File: src/rtl/aes_job_arbiter.sv
// aes_job_arbiter: round-robin arbiter sharing one multicycle-settled AES datapath between two requesters
// Ports: req0_*/req1_* job handshakes (mode/text/key in, ready out); resp0_*/resp1_* result
// handshakes (data/err out, ready in); core_* operands to the shared datapath, core_result back.
// Optional: define AES_ARB_KAT_EN for a post-reset known-answer self-test (adds kat_done, kat_pass).
module aes_job_arbiter #(
  parameter int MC_CYCLES = 2
) (
  input  logic         clk,
  input  logic         rst,
  input  logic         req0_valid,
  output logic         req0_ready,
  input  logic [2:0]   req0_mode,
  input  logic [127:0] req0_text,
  input  logic [255:0] req0_key,
  input  logic         req1_valid,
  output logic         req1_ready,
  input  logic [2:0]   req1_mode,
  input  logic [127:0] req1_text,
  input  logic [255:0] req1_key,
  output logic         resp0_valid,
  input  logic         resp0_ready,
  output logic [127:0] resp0_data,
  output logic         resp0_err,
  output logic         resp1_valid,
  input  logic         resp1_ready,
  output logic [127:0] resp1_data,
  output logic         resp1_err,
  output logic [2:0]   core_mode,
  output logic [127:0] core_text,
  output logic [255:0] core_key,
  input  logic [127:0] core_result
`ifdef AES_ARB_KAT_EN
  ,
  output logic         kat_done,
  output logic         kat_pass
`endif
);
`ifdef AES_ARB_KAT_EN
  typedef enum logic [1:0] {IDLE, WAIT, RESP, KAT} state_t;
  localparam state_t ST_RST = KAT;
`else
  typedef enum logic [1:0] {IDLE, WAIT, RESP} state_t;
  localparam state_t ST_RST = IDLE;
`endif
  localparam logic [3:0] MC_LOAD = 4'(MC_CYCLES - 1);
  state_t st, st_nx;
  logic ptr, id, err, acc, bad, done, resp_hs;
  logic [127:0] res;
  logic [3:0] cnt;
  logic [2:0] sel_mode;
  assign acc = (req0_valid && req0_ready) || (req1_valid && req1_ready);
  assign sel_mode = req1_ready ? req1_mode : req0_mode;
  assign bad = sel_mode[1:0] == 2'b11;
  assign done = st == WAIT && cnt == '0;
  assign resp_hs = st == RESP && (id ? resp1_ready : resp0_ready);
  assign resp0_data = resp0_valid ? res : '0;
  assign resp1_data = resp1_valid ? res : '0;
  assign resp0_err = resp0_valid && err;
  assign resp1_err = resp1_valid && err;
`ifdef AES_ARB_KAT_EN
  localparam logic [127:0] KPT = 128'h00112233445566778899aabbccddeeff;
  localparam logic [127:0] KC128 = 128'h69c4e0d86a7b0430d8cdb78070b4c55a;
  localparam logic [127:0] KC192 = 128'hdda97ca4864cdfe06eaf70a0ec0d7191;
  localparam logic [127:0] KC256 = 128'h8ea2b7ca516745bfeafc49904b496089;
  localparam logic [255:0] KK256 = 256'h000102030405060708090a0b0c0d0e0f101112131415161718191a1b1c1d1e1f;
  localparam logic [255:0] KK192 = 256'h000102030405060708090a0b0c0d0e0f10111213141516170000000000000000;
  localparam logic [255:0] KK128 = 256'h000102030405060708090a0b0c0d0e0f00000000000000000000000000000000;
  logic [2:0] kidx;
  logic [1:0] ksz;
  logic kdec, kat_bad;
  logic [127:0] kct, kexp;
  assign kdec = kidx >= 3'd3;
  assign ksz = kdec ? 2'(kidx - 3'd3) : kidx[1:0];
  assign kct = ksz == 2'd0 ? KC128 : ksz == 2'd1 ? KC192 : KC256;
  // decrypt jobs feed the known ciphertext back in and expect the plaintext
  assign kexp = kdec ? KPT : kct;
  always_ff @(posedge clk or posedge rst)
    if (rst) begin
      kidx <= '0;
      kat_bad <= 1'b0;
      kat_done <= 1'b0;
      kat_pass <= 1'b0;
    end else if (done && !kat_done) begin
      kidx <= kidx + 3'd1;
      kat_bad <= kat_bad || core_result != kexp;
      if (kidx == 3'd5) begin
        kat_done <= 1'b1;
        kat_pass <= !kat_bad && core_result == kexp;
      end
    end
`endif
  always_ff @(posedge clk or posedge rst)
    if (rst) st <= ST_RST;
    else st <= st_nx;
  always_comb begin
    st_nx = st;
    req0_ready = 1'b0;
    req1_ready = 1'b0;
    resp0_valid = 1'b0;
    resp1_valid = 1'b0;
    case (st)
      IDLE: begin
        req0_ready = req0_valid && (!req1_valid || !ptr);
        req1_ready = req1_valid && (!req0_valid || ptr);
        st_nx = (req0_ready || req1_ready) ? (bad ? RESP : WAIT) : IDLE;
      end
      WAIT: if (cnt == '0) begin
`ifdef AES_ARB_KAT_EN
        st_nx = kat_done ? RESP : kidx == 3'd5 ? IDLE : KAT;
`else
        st_nx = RESP;
`endif
      end
      RESP: begin
        resp0_valid = !id;
        resp1_valid = id;
        st_nx = resp_hs ? IDLE : RESP;
      end
`ifdef AES_ARB_KAT_EN
      KAT: st_nx = WAIT;
`endif
      default: st_nx = IDLE;
    endcase
  end
  always_ff @(posedge clk or posedge rst)
    if (rst) begin
      ptr <= 1'b0;
      id <= 1'b0;
      err <= 1'b0;
      res <= '0;
      cnt <= '0;
      core_mode <= '0;
      core_text <= '0;
      core_key <= '0;
    end else begin
      if (acc) begin
        id <= req1_ready;
        err <= bad;
        res <= '0;
        // illegal jobs never reach the datapath, so the operands keep the last legal job
        if (!bad) begin
          core_mode <= sel_mode;
          core_text <= req1_ready ? req1_text : req0_text;
          core_key <= req1_ready ? req1_key : req0_key;
          cnt <= MC_LOAD;
        end
      end
      if (st == WAIT && cnt != '0) cnt <= cnt - 4'd1;
      if (done) res <= core_result;
      if (resp_hs) ptr <= ~id;
`ifdef AES_ARB_KAT_EN
      if (st == KAT) begin
        core_mode <= {kdec, ksz};
        core_text <= kdec ? kct : KPT;
        core_key <= ksz == 2'd0 ? KK128 : ksz == 2'd1 ? KK192 : KK256;
        cnt <= MC_LOAD;
      end
`endif
    end
endmodule

File: config.mk
export PLATFORM = sky130hd
export DESIGN_NAME = aes_job_arbiter
export DESIGN_NICKNAME = d
export VERILOG_FILES = /design/src/rtl/aes_job_arbiter.sv
export SDC_FILE = /design/constraint.sdc
export NUM_CORES = 1
export LEC_CHECK = 0
export CORE_AREA = 2 2 607 609
export DETAILED_ROUTE_END_ITERATION = 6
export DIE_AREA = 0 0 609 611
export DONT_BUFFER_PORTS = 1
export GPL_TIMING_DRIVEN = 0
export MAX_ROUTING_LAYER = met4
export PLACE_DENSITY_LB_ADDON = 0.1
export RECOVER_POWER = 25
export SLEW_MARGIN = 20
export SYNTH_ARGS = -nofsm -noshare
export SYNTH_HDL_FRONTEND = slang
export SYNTH_SLANG_ARGS = --single-unit
export TNS_END_PERCENT = 5
File: constraint.sdc
create_clock -name clk -period 20.4 [get_ports clk]
set_input_delay 6.12 -clock clk [delete_from_list [all_inputs] [get_ports clk]]
set_output_delay 6.12 -clock clk [all_outputs]
set_load 0.1 [all_outputs]
==> key figures, run 1 <==
Pwr
  • NetSw: 0.00534 W
  • Leak pwr: 13.7 nW
  • Clock network fraction of total power: 18.1%
  • Power density cells: 242 nW/um^2
  • Pint: 0.00293 W
  • Switching part of the total power: 64.6%
  • Flop pwr share: 58.6%
  • Worst vdd ir: 0.0000709 V
  • Combinational Power Share: 23.3%

Worst setup path
  • Max FO, Critical Path: 27
  • CP arrival: 14.93 ns
  • Worst Setup SP: rst
  • CP startpoint kind: primary input
  • Worst setup EP type: async pin
  • Worst path required time: 21.00 ns
  • Critical path class: primary input to async pin
  • Worst r2r src: ptr

Final layout
  • NumNets Final: 3617
  • Share of cells above drive strength 1: 22.4%
  • Post-layout util: 9.37%
  • Area grow syn2layout: 37.0%
  • Fill count: 42394
  • Cell Count, Final, Fillers Out: 7659
  • Final Instance Area: 34200 um^2

Clock network
  • Post-CTS Hold Fix Bufs: 0
  • Clock Path Buffers: 4
  • TritonCTS Buffers: 86
  • Clock root buffer: clkbuf_16
  • Post_cts resized: 0
  • Clock sinks: 524
  • Post-CTS Setup Inserts: 0
  • Clk slew on worst S/H paths: 0.05 ns
  • H-tree depth: 3
  • CTS tree: yes
  • Clock Latency Late Sink: 0.82 ns

Floorplanning
  • Horiz. Die Dim: 609 um
  • Core box area: 365000 um^2
  • Number of core rows: 222
  • Die Area: 372000 um^2
  • Starting Density: 6.84%
  • Die H: 611 um
  • Ports: 1557

Timing
  • Slew HR: -19.1%
  • Fin crit share: 70.3%
  • Max-slew violations: 369
  • Worst-margin pin slew: 1.79 ns
  • Tmin final: 14.33 ns
  • Endpoints failing hold: 0
  • Clock skew: 0.0882 ns
  • Setup TNS: 0 ns
  • Final setup vio count: 0
  • RSZ-0062 raised after global routing: false
  • Max Freq: 69.8 MHz

Drt
  • DRC: 0
  • Starting DRT DRC Count: 1287
  • Vias/cell: 2.81
  • Routed wire per std cell: 29.4 um
  • Post-route ant nets: 0
  • Router iterations before antenna repair: 5
  • Post-Route WL: 225 mm
  • DR vias: 21513

Logic synthesis
  • Warnings from Yosys: 0
  • Cells after Synth: 2593
  • Top-count cell post-synth: dfrtp_1
  • Post-synth EDFFs: 0
  • Synth top area cells: dfrtp_1 (53%), a21oi_2 (12%), o22ai_1 (9.7%)
  • Post-synthesis sequential area ratio: 52.6%
  • FFs w/ async S/R, synth: 100%
  • Top cell type's share of synthesized area: 52.6%
  • Syn Area/Cell: 9.62 um^2
  • Synth cell count leaders: dfrtp_1 (524), inv_1 (392), o22ai_1 (387)
  • Largest area contributor in the netlist: dfrtp_1
  • Most used flip-flop cell after synthesis: dfrtp_1
  • Synth Register Bits: 524
  • Syn Nets: 3503
  • Yosys cell types: 34
  • Synthesized area: 25000 um^2

Min path
  • Hold Path Origin: res[2]
  • Hold Path Class: register to register

Status
  • Violated checks: capacitance limit, slew limit
  • Status: complete, but fails checks

Global route
  • Vias in the first global route: 21891
  • Initial antenna violation count: 129
  • All-Layer GR Usage: 11.9%
  • GR Overflow Total: 0
  • First-pass GRT wire length: 277 mm
  • Largest net degree at the start of global routing: 28

Placement
  • Cell Area, Placed: 31600 um^2
  • DP Cell Count: 7435
  • Number of port buffers: 0
  • Post-DP HPWL: 192 mm
  • Final Wtd Congestion: 0.928

Job
  • Max Cap Viol: 15
-- worst max-delay path, cell delays in order --
cell	delay (ns)
clkinvlp_2	0.32
clkbuf_1	1.19
clkbuf_1	1.03
clkbuf_1	1.10
clkbuf_1	1.22
clkbuf_1	1.22
clkbuf_1	1.28
clkbuf_1	1.33
-- final cells by class --
class	count	area [um^2]	share of cell area [%]
clock buffers	133	2500	7.31
plain buffers	215	1230	3.59
inverters	392	1470	4.31
flip-flops and latches	524	13100	38.4
repair buffers	26	223	0.652
clock inverters	16	216	0.633
multi-input cells	1462	9220	27.0
diodes	75	188	0.549
well taps	4816	6030	17.6
-- registers in the layout, summed over array words and instances, names as in the netlist --
register   cells
ptr            1
cnt            4
id             1
core_text    128
err            1
res          128
core_key     256
core_mode      3
st             2
-- stage by stage --
step	total power, W	hold slack (ns)	setup WS (ns)
after floorplan	0.00584	0.471	7.16
after global placement	0.00688	0.529	0.961
after detailed placement	0.00690	0.533	7.09
after CTS	0.00847	0.542	7.08
after global routing	0.00865	0.572	4.32
final	0.00827	0.541	6.07
-- routing by layer --
layer | GRT usage [%] | share of wire [%] | up-vias
met5 | - | 0 | -
met4 | 3.00 | 2.8 | 0
met3 | 5.41 | 11 | 283
met2 | 20.0 | 49 | 1185
met1 | 12.6 | 37 | 10872
li1 | - | - | 9173
-- layout by cell type (no fill, tap or decap), types with 86 or more instances in the layout --
master,netlist,layout
dfrtp_1,524,519
inv_1,392,391
o22ai_1,387,385
a21oi_2,339,339
nand2_1,269,269
clkbuf_1,121,164
o21ai_0,110,116
and2_1,131,113
and3_1,129,103
clkbuf_16,0,86
-- final timing paths --
path                            endpoint  slack, ns  cells past startpoint
min in group asynchronous   core_key[10]       5.23                      1
hold reg to reg                   res[2]       0.54                      2
hold / removal                    res[2]       0.54                      2
setup / recovery                  res[0]       6.07                      8
setup reg to reg           core_key[143]      16.12                      7
max in group clk              req1_ready       7.09                      3
-- power groups by stage --
stage | combinational, W | sequential (W) | clock (W)
2_1_floorplan | 0.00137 | 0.00446 | 0
3_3_place_gp | 0.00195 | 0.00493 | 0
3_5_place_dp | 0.00200 | 0.00490 | 0
4_1_cts | 0.00201 | 0.00488 | 0.00158
5_1_grt | 0.00213 | 0.00490 | 0.00162
6_report | 0.00193 | 0.00485 | 0.00149
-- cell families (layout without fill, tap and decap cells) --
| family | Yosys count | count (layout) | synth area share (%) |
|---|---|---|---|
| compound gates | 913 | 913 | 25.5 |
| buf+inv | 607 | 782 | 10.8 |
| simple gates | 544 | 544 | 11.0 |
| flops | 524 | 524 | 52.6 |
| mux | 3 | 3 | 0.125 |
| fa+ha+maj | 2 | 2 | 0.100 |
| other cells | 0 | 75 | 0 |
No activity file was read; power rests on OpenSTA's default activity.
==> inputs of run 2 (changes only) <==
==> constraint.sdc (replaced) <==
create_clock -name clk -period 12.4 [get_ports clk]
set_input_delay 3.72 -clock clk [delete_from_list [all_inputs] [get_ports clk]]
set_output_delay 3.72 -clock clk [all_outputs]
set_load 0.1 [all_outputs]
==> run 2 against run 1 <==
  * The run still ends with capacitance limit, slew limit left
  * Routed wire length barely moved
  * Highest routed layer unchanged
  * Combinational power up 65%
  * Largest power group unchanged
  * Cell area rose by 0.37%
  * Non-clock buffer count unchanged
  * Largest cell class unchanged
  * Sequential share of layout area fell by 0.14 points
==> key figures, run 2 (synthesized netlist as in run 1, its figures left out) <==
Status
  • Status: complete, but fails checks
  • Violated checks: capacitance limit, slew limit

Drt
  • Post-Route WL: 225 mm
  • Starting DRT DRC Count: 1324
  • Routed wire per std cell: 29.4 um
  • Router iterations before antenna repair: 5
  • DRC: 0
  • Post-route ant nets: 0
  • Vias/cell: 2.82
  • DR vias: 21603

Floorplanning
  • Core box area: 365000 um^2
  • Horiz. Die Dim: 609 um
  • Number of core rows: 222
  • Starting Density: 6.84%
  • Die H: 611 um
  • Die Area: 372000 um^2
  • Ports: 1557

Final layout
  • Leading registers by flop count: core_key: 256 flops, core_text: 128 flops, res: 128 flops
  • Fill count: 42377
  • Commonest cells after routing, fill and taps aside: dfrtp_1 (519), inv_1 (391), o22ai_1 (385), a21oi_2 (339), nand2_1 (269)
  • Area grow syn2layout: 37.5%
  • Multi-input logic area: 9220 um^2
  • Max reg flops: 256
  • Share of cells above drive strength 1: 22.7%
  • Storage element area: 13100 um^2
  • Most common cell after layout, fill and taps aside: dfrtp_1
  • NumNets Final: 3617
  • Biggest register: core_key

Timing
  • Endpoints failing hold: 0
  • RSZ-0062 raised after global routing: false
  • Min Hold Slack: 0.539 ns
  • Fin crit share: 73.0%
  • Tmin final: 9.05 ns
  • Slew HR: -20.2%
  • Clock skew: 0.0880 ns
  • Final setup vio count: 0
  • Worst-margin pin slew: 1.80 ns
  • Max-slew violations: 168
  • Max Freq: 111 MHz

Global route
  • All-Layer GR Usage: 11.9%
  • GR Overflow Total: 0
  • First-pass GRT wire length: 277 mm
  • Vias in the first global route: 21891
  • Initial antenna violation count: 129
  • Largest net degree at the start of global routing: 28

Clock network
  • TritonCTS Buffers: 86
  • Clk slew on worst S/H paths: 0.06 ns
  • H-tree depth: 3
  • Post-CTS Hold Fix Bufs: 0
  • Post_cts resized: 0
  • Clock root buffer: clkbuf_16
  • CTS tree: yes
  • Clock Latency Late Sink: 0.82 ns
  • Post-CTS Setup Inserts: 0
  • Clock Path Buffers: 4
  • Clock sinks: 524

Placement
  • Final Wtd Congestion: 0.928
  • Post-DP HPWL: 192 mm
  • Number of port buffers: 0

Pwr
  • Worst vdd ir: 0.000117 V
  • Final Power: 0.0136 W
  • Power density cells: 397 nW/um^2
  • Leak pwr: 13.8 nW

Worst setup path
  • CP arrival: 10.01 ns
  • Reg2reg path depth: 7
  • Critical path class: primary input to async pin
  • Max FO, Critical Path: 27
  • Worst setup EP type: async pin
  • CP startpoint kind: primary input
  • Worst path required time: 13.36 ns

Job
  • Max Cap Viol: 7

Min path
  • Hold Crit Depth: 2
  • Hold Path Class: register to register
[run 2: cell types whose count changed in the layout (fill, tap and decap cells not counted)]
cell      previous run  this run
diode_2             75        74
buf_12               7        15
clkbuf_1           164       156
[run 2: power by group]
group	internal, W	switching [W]	total (W)
registers	0.00243	0.00555	0.00797
logic	0.000951	0.00222	0.00318
clock network	0.00144	0.00101	0.00246
[run 2: layout make-up]
cell class              instances  area share, %
clock buffers                 133           7.28
repair buffers                 26           1.03
plain buffers                 215           3.57
well taps                    4816           17.6
clock inverters                16          0.631
diodes                         74          0.540
multi-input cells            1462           26.9
inverters                     392           4.29
flip-flops and latches        524           38.2
[run 2: layer usage]
layer / track usage [%] / vias up / routed length (um)
met4: 3.00 / 0 / 6410
met5: - / - / 0
met1: 12.6 / 10927 / 84200
met3: 5.41 / 285 / 24100
li1: - / 9173 / -
met2: 20.0 / 1218 / 111000
[run 2: worst max-delay path, cell delays in order]
cell        delay (ns)
clkinvlp_2        0.32
clkbuf_1          1.18
clkbuf_1          1.26
clkbuf_1          1.06
clkbuf_1          1.32
buf_12            0.31
buf_12            0.22
buf_12            0.23
buf_12            0.22
[run 2: metrics by stage]
step	instances	utilization, %	setup TNS (ns)	area, um^2	setup WS, ns
finish	7658	9.40	0	34300	3.35
global route	7651	9.40	0	34300	2.19
CTS	7584	9.39	0	34300	3.88
detailed placement	7435	8.65	0	31600	3.89
global placement	7409	8.49	-2299.52	31000	-4.64
floorplan	2593	-	0	25000	1.56
[run 2: path summary, 6_finish.rpt]
| path | startpoint | end | slack [ns] |
|---|---|---|---|
| max reg2reg | ptr | core_key[143] | 8.04 |
| min reg2reg | res[31] | res[31] | 0.54 |
| max in group clk | req0_valid | req1_ready | 3.88 |
| min in group asynchronous | rst | core_key[10] | 2.83 |
| min | res[31] | res[31] | 0.54 |
| max | rst | core_key[201] | 3.35 |
